==> src/rtl/oldland_bus_arbiter.sv <==
// rtl/oldland_bus_arbiter.sv - two-requester memory port arbiter with data priority
// Anti-starvation streak counter and a per-transaction bus timeout.
module oldland_bus_arbiter #(
  parameter int MAX_D_STREAK   = 4,
  parameter int TIMEOUT_CYCLES = 255
) (
  input  logic        clk,
  input  logic        rst_n,
  input  logic        i_access,
  input  logic [29:0] i_addr,
  output logic [31:0] i_data,
  output logic        i_ack,
  output logic        i_error,
  input  logic        d_access,
  input  logic [29:0] d_addr,
  input  logic [3:0]  d_bytesel,
  input  logic        d_wr_en,
  input  logic [31:0] d_wr_val,
  output logic [31:0] d_data,
  output logic        d_ack,
  output logic        d_error,
  output logic        m_access,
  output logic [29:0] m_addr,
  output logic [3:0]  m_bytesel,
  output logic        m_wr_en,
  output logic [31:0] m_wr_val,
  input  logic [31:0] m_data,
  input  logic        m_ack,
  input  logic        m_error,
  output logic [1:0]  owner
);

  typedef enum logic {IDLE = 1'b0, BUSY = 1'b1} state_t;

  localparam logic [1:0]  OWN_NONE = 2'b00;
  localparam logic [1:0]  OWN_I    = 2'b01;
  localparam logic [1:0]  OWN_D    = 2'b10;
  localparam logic [3:0]  STREAK_MAX = 4'(MAX_D_STREAK);
  localparam logic [15:0] TMO_LAST   = 16'(TIMEOUT_CYCLES - 1);
  localparam bit          TMO_EN     = (TIMEOUT_CYCLES != 0);

  state_t      state_q, state_d;
  logic        m_access_q, m_access_d;
  logic [29:0] m_addr_q, m_addr_d;
  logic [3:0]  m_bytesel_q, m_bytesel_d;
  logic        m_wr_en_q, m_wr_en_d;
  logic [31:0] m_wr_val_q, m_wr_val_d;
  logic [1:0]  owner_q, owner_d;
  logic [3:0]  streak_q, streak_d;
  logic [15:0] tmo_q, tmo_d;

  logic grant_i, grant_d, timed_out, done, err, ok;

  always_ff @(posedge clk or negedge rst_n) begin
    if (!rst_n) begin
      state_q     <= IDLE;
      m_access_q  <= 1'b0;
      m_addr_q    <= '0;
      m_bytesel_q <= '0;
      m_wr_en_q   <= 1'b0;
      m_wr_val_q  <= '0;
      owner_q     <= OWN_NONE;
      streak_q    <= '0;
      tmo_q       <= '0;
    end else begin
      state_q     <= state_d;
      m_access_q  <= m_access_d;
      m_addr_q    <= m_addr_d;
      m_bytesel_q <= m_bytesel_d;
      m_wr_en_q   <= m_wr_en_d;
      m_wr_val_q  <= m_wr_val_d;
      owner_q     <= owner_d;
      streak_q    <= streak_d;
      tmo_q       <= tmo_d;
    end
  end

  always_comb begin
    state_d     = state_q;
    m_access_d  = m_access_q;
    m_addr_d    = m_addr_q;
    m_bytesel_d = m_bytesel_q;
    m_wr_en_d   = m_wr_en_q;
    m_wr_val_d  = m_wr_val_q;
    owner_d     = owner_q;
    streak_d    = streak_q;
    tmo_d       = tmo_q;
    i_ack       = 1'b0;
    i_error     = 1'b0;
    d_ack       = 1'b0;
    d_error     = 1'b0;

    // D has priority unless it has already won MAX_D_STREAK times while I waited
    grant_i   = i_access && (!d_access || (streak_q == STREAK_MAX));
    grant_d   = d_access && !grant_i;
    timed_out = TMO_EN && (tmo_q == TMO_LAST) && !m_ack && !m_error;
    done      = m_ack || m_error || timed_out;
    err       = m_error || timed_out;
    ok        = m_ack && !err;

    case (state_q)
      IDLE: begin
        if (grant_i) begin
          m_addr_d    = i_addr;
          m_bytesel_d = 4'hF;
          m_wr_en_d   = 1'b0;
          m_wr_val_d  = '0;
          owner_d     = OWN_I;
          streak_d    = '0;
        end else if (grant_d) begin
          m_addr_d    = d_addr;
          m_bytesel_d = d_bytesel;
          m_wr_en_d   = d_wr_en;
          m_wr_val_d  = d_wr_val;
          owner_d     = OWN_D;
          if (i_access && streak_q != 4'hF) streak_d = streak_q + 4'd1;
        end
        if (grant_i || grant_d) begin
          m_access_d = 1'b1;
          tmo_d      = '0;
          state_d    = BUSY;
        end
      end
      BUSY: begin
        tmo_d   = tmo_q + 16'd1;
        i_ack   = (owner_q == OWN_I) && ok;
        i_error = (owner_q == OWN_I) && err;
        d_ack   = (owner_q == OWN_D) && ok;
        d_error = (owner_q == OWN_D) && err;
        if (done) begin
          m_access_d = 1'b0;
          owner_d    = OWN_NONE;
          state_d    = IDLE;
        end
      end
      default: state_d = IDLE;
    endcase
  end

  assign i_data    = m_data;
  assign d_data    = m_data;
  assign m_access  = m_access_q;
  assign m_addr    = m_addr_q;
  assign m_bytesel = m_bytesel_q;
  assign m_wr_en   = m_wr_en_q;
  assign m_wr_val  = m_wr_val_q;
  assign owner     = owner_q;

endmodule
==> config.mk <==
export PLATFORM = sky130hd
export DESIGN_NAME = oldland_bus_arbiter
export DESIGN_NICKNAME = d
export VERILOG_FILES = /design/src/rtl/oldland_bus_arbiter.sv
export SDC_FILE = /design/constraint.sdc
export NUM_CORES = 1
export LEC_CHECK = 0
export BUFFER_PORTS_ARGS = -buffer_cell sky130_fd_sc_hd__buf_4
export CAP_MARGIN = 20
export CORE_AREA = 2 2 106 108
export CTS_BUF_LIST = sky130_fd_sc_hd__clkbuf_4 sky130_fd_sc_hd__clkbuf_8 sky130_fd_sc_hd__clkbuf_16
export DETAILED_ROUTE_END_ITERATION = 8
export DIE_AREA = 0 0 108 110
export GPL_TIMING_DRIVEN = 0
export PLACE_DENSITY = 0.85
export SLEW_MARGIN = 30
export SYNTH_ARGS = -nofsm -noshare
export SYNTH_HDL_FRONTEND = slang
export SYNTH_SLANG_ARGS = --single-unit
==> constraint.sdc <==
create_clock -name clk -period 4.2 [get_ports clk]
set_clock_uncertainty 0.05 [all_clocks]
set_input_delay 0.21 -clock clk [delete_from_list [all_inputs] [get_ports clk]]
set_output_delay 0.21 -clock clk [all_outputs]
set_load 0.02 [all_outputs]
# Word level (Yosys, flattened, before mapping)
# Cells that the tools add are included.
# op_classes
n_addsub,2
mul,0
n_div,0
n_lt_le_gt_ge,0
n_eq_ne,8
shifts,0
n_mux,27
bitwise,1
reduce_logical,26
# op_table
operator,count
32-bit 2-to-1 mux,2
30-bit 2-to-1 mux,2
16-bit one-hot mux with 2 select lines,1
4-bit 2-to-1 mux,5
"16-bit by 1-bit adder with 16-bit output, second input constant",1
"16-bit by 8-bit equality test with 1-bit output, second input constant",1
16-bit 2-to-1 mux,1
1-bit logical AND,10
1-bit 2-to-1 mux,10
2-bit 2-to-1 mux,3
2-bit AND reduction,3
1-bit logical NOT,5
1-bit logical OR,5
"4-bit by 1-bit adder with 4-bit output, second input constant",1
"4-bit by 3-bit equality test with 1-bit output, second input constant",1
"4-bit != test, second input constant",1
1-bit one-hot mux with 2 select lines,2
2-bit one-hot mux with 2 select lines,1
2-bit nonzero test,2
"3-bit != test, second input constant",1
3-bit AND reduction,1
"2-bit by 1-bit equality test with 1-bit output, second input constant",1
"2-bit equality test, second input constant",1
"2-bit by 1-bit != test with 1-bit output, second input constant",1
other kinds (2),2
# word_totals
regBits,91
latch_bits,0
ramBits,0
romBits,0
in_bits,135
out_inout_bits,138
wordCells,73
n_memories,0

# Logic depth before layout (Yosys ltp)
# logic_depth
word_depth,8
depth_mapped,8
mapped_depth_nobuf,6

# Least setup slack after synthesis
# OpenSTA, ideal clock, no wires.
# synth_timing
kind,register -> output
start,register tmo_q[11]
end,output port d_error
arrival_ps,1476
t_required_ps,3940
slack_ps,2464
path_stages_with_launch,5
cell_sequence,dfrtp_1 nor4_2 nand3_2 nor4_4 o2111a_1
# synth_between
elab_chain_cells,6
# synth_lines
item,line,source
start: declaration,50,"logic [15:0] tmo_q, tmo_d;"
start signal: assignment,74,tmo_q <= tmo_d;
16-bit by 8-bit equality test with 1-bit output,96,timed_out = TMO_EN && (tmo_q == TMO_LAST) && !m_ack && !m_error;
1-bit logical AND (2 in a row),96,
1-bit logical OR,98,err = m_error || timed_out;
1-bit logical AND,129,d_error = (owner_q == OWN_D) && err;
1-bit 2-to-1 mux,101,case (state_q)
end: declaration,21,"output logic d_error,"
# No other way between the ends.

# Worst setup path in the final report
# Same ends and word-level chain as after synthesis.

==> impl_metrics.json <==
{
  "status": "finished, final reports clean",
  "io_buffers": 240,
  "setup_slack_ps": 1800,
  "grtUsageTotal_pct": 21.6,
  "path_cells": "nor4_2 -> nand3_2 -> nor4_4 -> o2111a_1 -> buf_4",
  "max_freq_mhz": 416,
  "hpwl_mm": 9.87,
  "tritoncts": "done",
  "cp-end-kind": "output port",
  "maxCapViolations": 0,
  "period_share_pct": 57.2,
  "setup_violations": 0,
  "ys_types": 44,
  "p_sw_share_pct": 36.6,
  "initial_utilization_pct": 41.1,
  "pwr-share-comb_pct": 39.1,
  "hp-class": "primary input to flip-flop",
  "post-route-util_pct": 63.4,
  "yosys.area.top_type": "dfrtp_1",
  "gp_congestion": 0.813,
  "synthFlopType": "dfrtp_1",
  "slew_headroom_pct": 45.5,
  "netlist_top_cells_count": "91 x dfrtp_1, 64 x buf_4, 37 x inv_1",
  "pin_count": 273,
  "p_sw_mw": 1.17,
  "syn_inst": 416,
  "wirelength_mm": 13.0,
  "clk_latency_ps": 370,
  "drt_pass1_iterations": 4,
  "p_leak_nw": 3.57,
  "syn_area_per_cell_sq_um": 10.6,
  "regArea_sq_mm": 0.00228,
  "dr_total_vias": 4117,
  "crit_fanout": 6,
  "clockRootBuffer": "clkbuf_8",
  "synth_warnings": 0,
  "hold_ws_ps": 6.19,
  "multiInputGateArea_sq_mm": 0.00140,
  "synth_area_leaders": "dfrtp_1 52%, buf_4 11%, a22o_1 6.8%",
  "overflow": 0,
  "post_synth_and_or_nand_nor_area_fraction_pct": 7.65,
  "cpMaxStageDelayCell": "dfrtp_1",
  "syn-num-nets": 555,
  "grt_pass1_vias": 4128,
  "rr_worst_depth": 7,
  "synth_fa_ha_area_share_pct": 1.14,
  "yosysSeqAreaShare_pct": 51.7,
  "nFillCells": 844,
  "drtAntennaViolNets": 0,
  "cpPeakStageDelay_ps": 460,
  "grt_pass1_wl_mm": 19.8,
  "ys_ff_latch": 91,
  "tns_ps": 0,
  "vdd_drop_max_mv": 0.242,
  "synth-edff-count": 0,
  "cts_inserted_buffers": 9,
  "period_needed_ps": 2400,
  "clock-sinks": 91,
  "antenna_found_initial": 0,
  "syn_area_sq_mm": 0.00440,
  "vias_per_cell": 4.97,
  "drtIter0Drc": 215,
  "grt_max_degree": 92,
  "cp-start-kind": "flip-flop",
  "holdPathStages": 2,
  "syn_to_final_growth_pct": 54.1,
  "die_w_microns": 108,
  "slew_viol_final": 0,
  "ys_async_sr_fraction_pct": 100,
  "die_h_microns": 110,
  "clockBufferDepth": 2,
  "dieArea_sq_mm": 0.0119,
  "nNetsFinal": 823,
  "cts.clk_slew.worst_paths_ps": 100,
  "synth_top_family_by_area": "compound AO/OA/AOI/OAI gates",
  "ctsResizeCount": 0,
  "post_drt_wl_per_cell_microns": 15.7,
  "crit_arrival_ps": 2140,
  "synth_compound_area_share_pct": 19.7,
  "drc": 0,
  "worstSetupPathType": "flip-flop to output port",
  "synth-xor-area-share_pct": 0.796,
  "rsz0062_at_grt": "no",
  "hold_viol": 0,
  "rows": 38,
  "post-place-ws_ps": 2230,
  "seq_power_share_pct": 39.3,
  "yosys.area.top_type_share_pct": 51.7,
  "yosysMostFrequentCell": "dfrtp_1",
  "power.density_mw_per_mm2": 470,
  "core-area_sq_mm": 0.0107,
  "synth.area.mux_share_pct": 2.53,
  "p_int_mw": 2.02,
  "required_ps": 3940,
  "diodes": 0,
  "pwr-share-clk_pct": 21.6,
  "drive_above_1_share_pct": 49.8,
  "cts_max_level": 3,
  "tightest_slew_ps": 817
}
==> critical path, delay by kind of cell (launching register included) <==
family	cells	cell delay (ps)
and+or+nand+nor	3	910
AOI/OAI and AO/OA	1	250
DFF	1	460
buffers and inverters	1	150
==> final cells by class <==
| cell class | count | area share (%) |
|---|---|---|
| Sequential cell | 91 | 33.6 |
| Timing Repair Buffer | 257 | 29.1 |
| Multi-Input combinational cell | 204 | 20.7 |
| Buffer | 83 | 8.54 |
| Tap cell | 140 | 2.58 |
| Inverter | 38 | 2.10 |
| Clock buffer | 9 | 1.83 |
| Clock inverter | 7 | 1.55 |
==> metrics by stage <==
step                std cells  power, mW  cell area [sq um]
global route              829       3.35               6780
global placement          796       2.46               6380
detailed placement        796       2.50               6380
finish                    829       3.18               6780
CTS                       826       3.20               6750
floorplan                 416       1.90               4400
==> cell families (layout without fill, tap and decap cells) <==
kind of cell | after synthesis | after routing
flops | 91 | 91
mux | 11 | 11
compound gates | 121 | 121
fa+ha+maj | 4 | 4
simple gates | 64 | 64
buf+inv | 121 | 394
xor+xnor | 4 | 4
==> path summary, 6_finish.rpt <==
kind,end,slack (ps),startpoint
setup / recovery,d_error,1800,tmo_q[11]
hold / removal,m_wr_val[6],6,d_wr_val[6]
setup reg to reg,m_wr_val[14],2210,streak_q[0]
hold reg to reg,tmo_q[6],450,tmo_q[6]
max in group asynchronous,tmo_q[3],3120,rst_n
min in group asynchronous,m_wr_val[30],450,rst_n
==> cell usage in the layout, fill, tap and decap left out, types with 4 or more instances in the layout <==
cell | netlist | final
buf_4 | 64 | 303
dfrtp_1 | 91 | 91
inv_1 | 37 | 37
a22o_1 | 34 | 34
a22oi_1 | 30 | 30
o21ai_0 | 30 | 30
nand2_1 | 28 | 28
dlygate4sd3_1 | 0 | 17
buf_2 | 10 | 10
mux2i_1 | 10 | 10
nor2_1 | 9 | 9
clkbuf_8 | 0 | 9
nand3_1 | 8 | 8
o21ai_1 | 8 | 8
clkbuf_1 | 7 | 7
o22a_1 | 4 | 4
ha_1 | 4 | 4
==> per-layer routing <==
| layer | track usage [%] | up-vias | wire length (microns) |
|---|---|---|---|
| met5 | 0 | - | 0 |
| met4 | 10.7 | 0 | 460 |
| met3 | 5.41 | 34 | 1100 |
| met2 | 39.0 | 214 | 6670 |
| met1 | 23.6 | 1936 | 4790 |
| li1 | - | 1933 | - |
==> power by group through the flow <==
stage	Combinational [mW]	Clock (mW)	Sequential (mW)
global route	1.33	0.742	1.27
detailed placement	1.24	0	1.26
CTS	1.25	0.702	1.25
global placement	1.21	0	1.25
floorplan	0.431	0	1.47
finish	1.24	0.689	1.25
==> registers in the layout (all words and copies together), names as in the netlist, 2 cells and up <==
signal / count
m_wr_val: 32
m_addr: 30
tmo_q: 16
m_bytesel: 4
streak_q: 4
owner: 2
==> timing repair <==
action                                 CTS  global route
endpoints found under the hold margin  104             3
buffers inserted                         0             0
hold buffers                            14             3
Power figures use the tool's default switching activity.
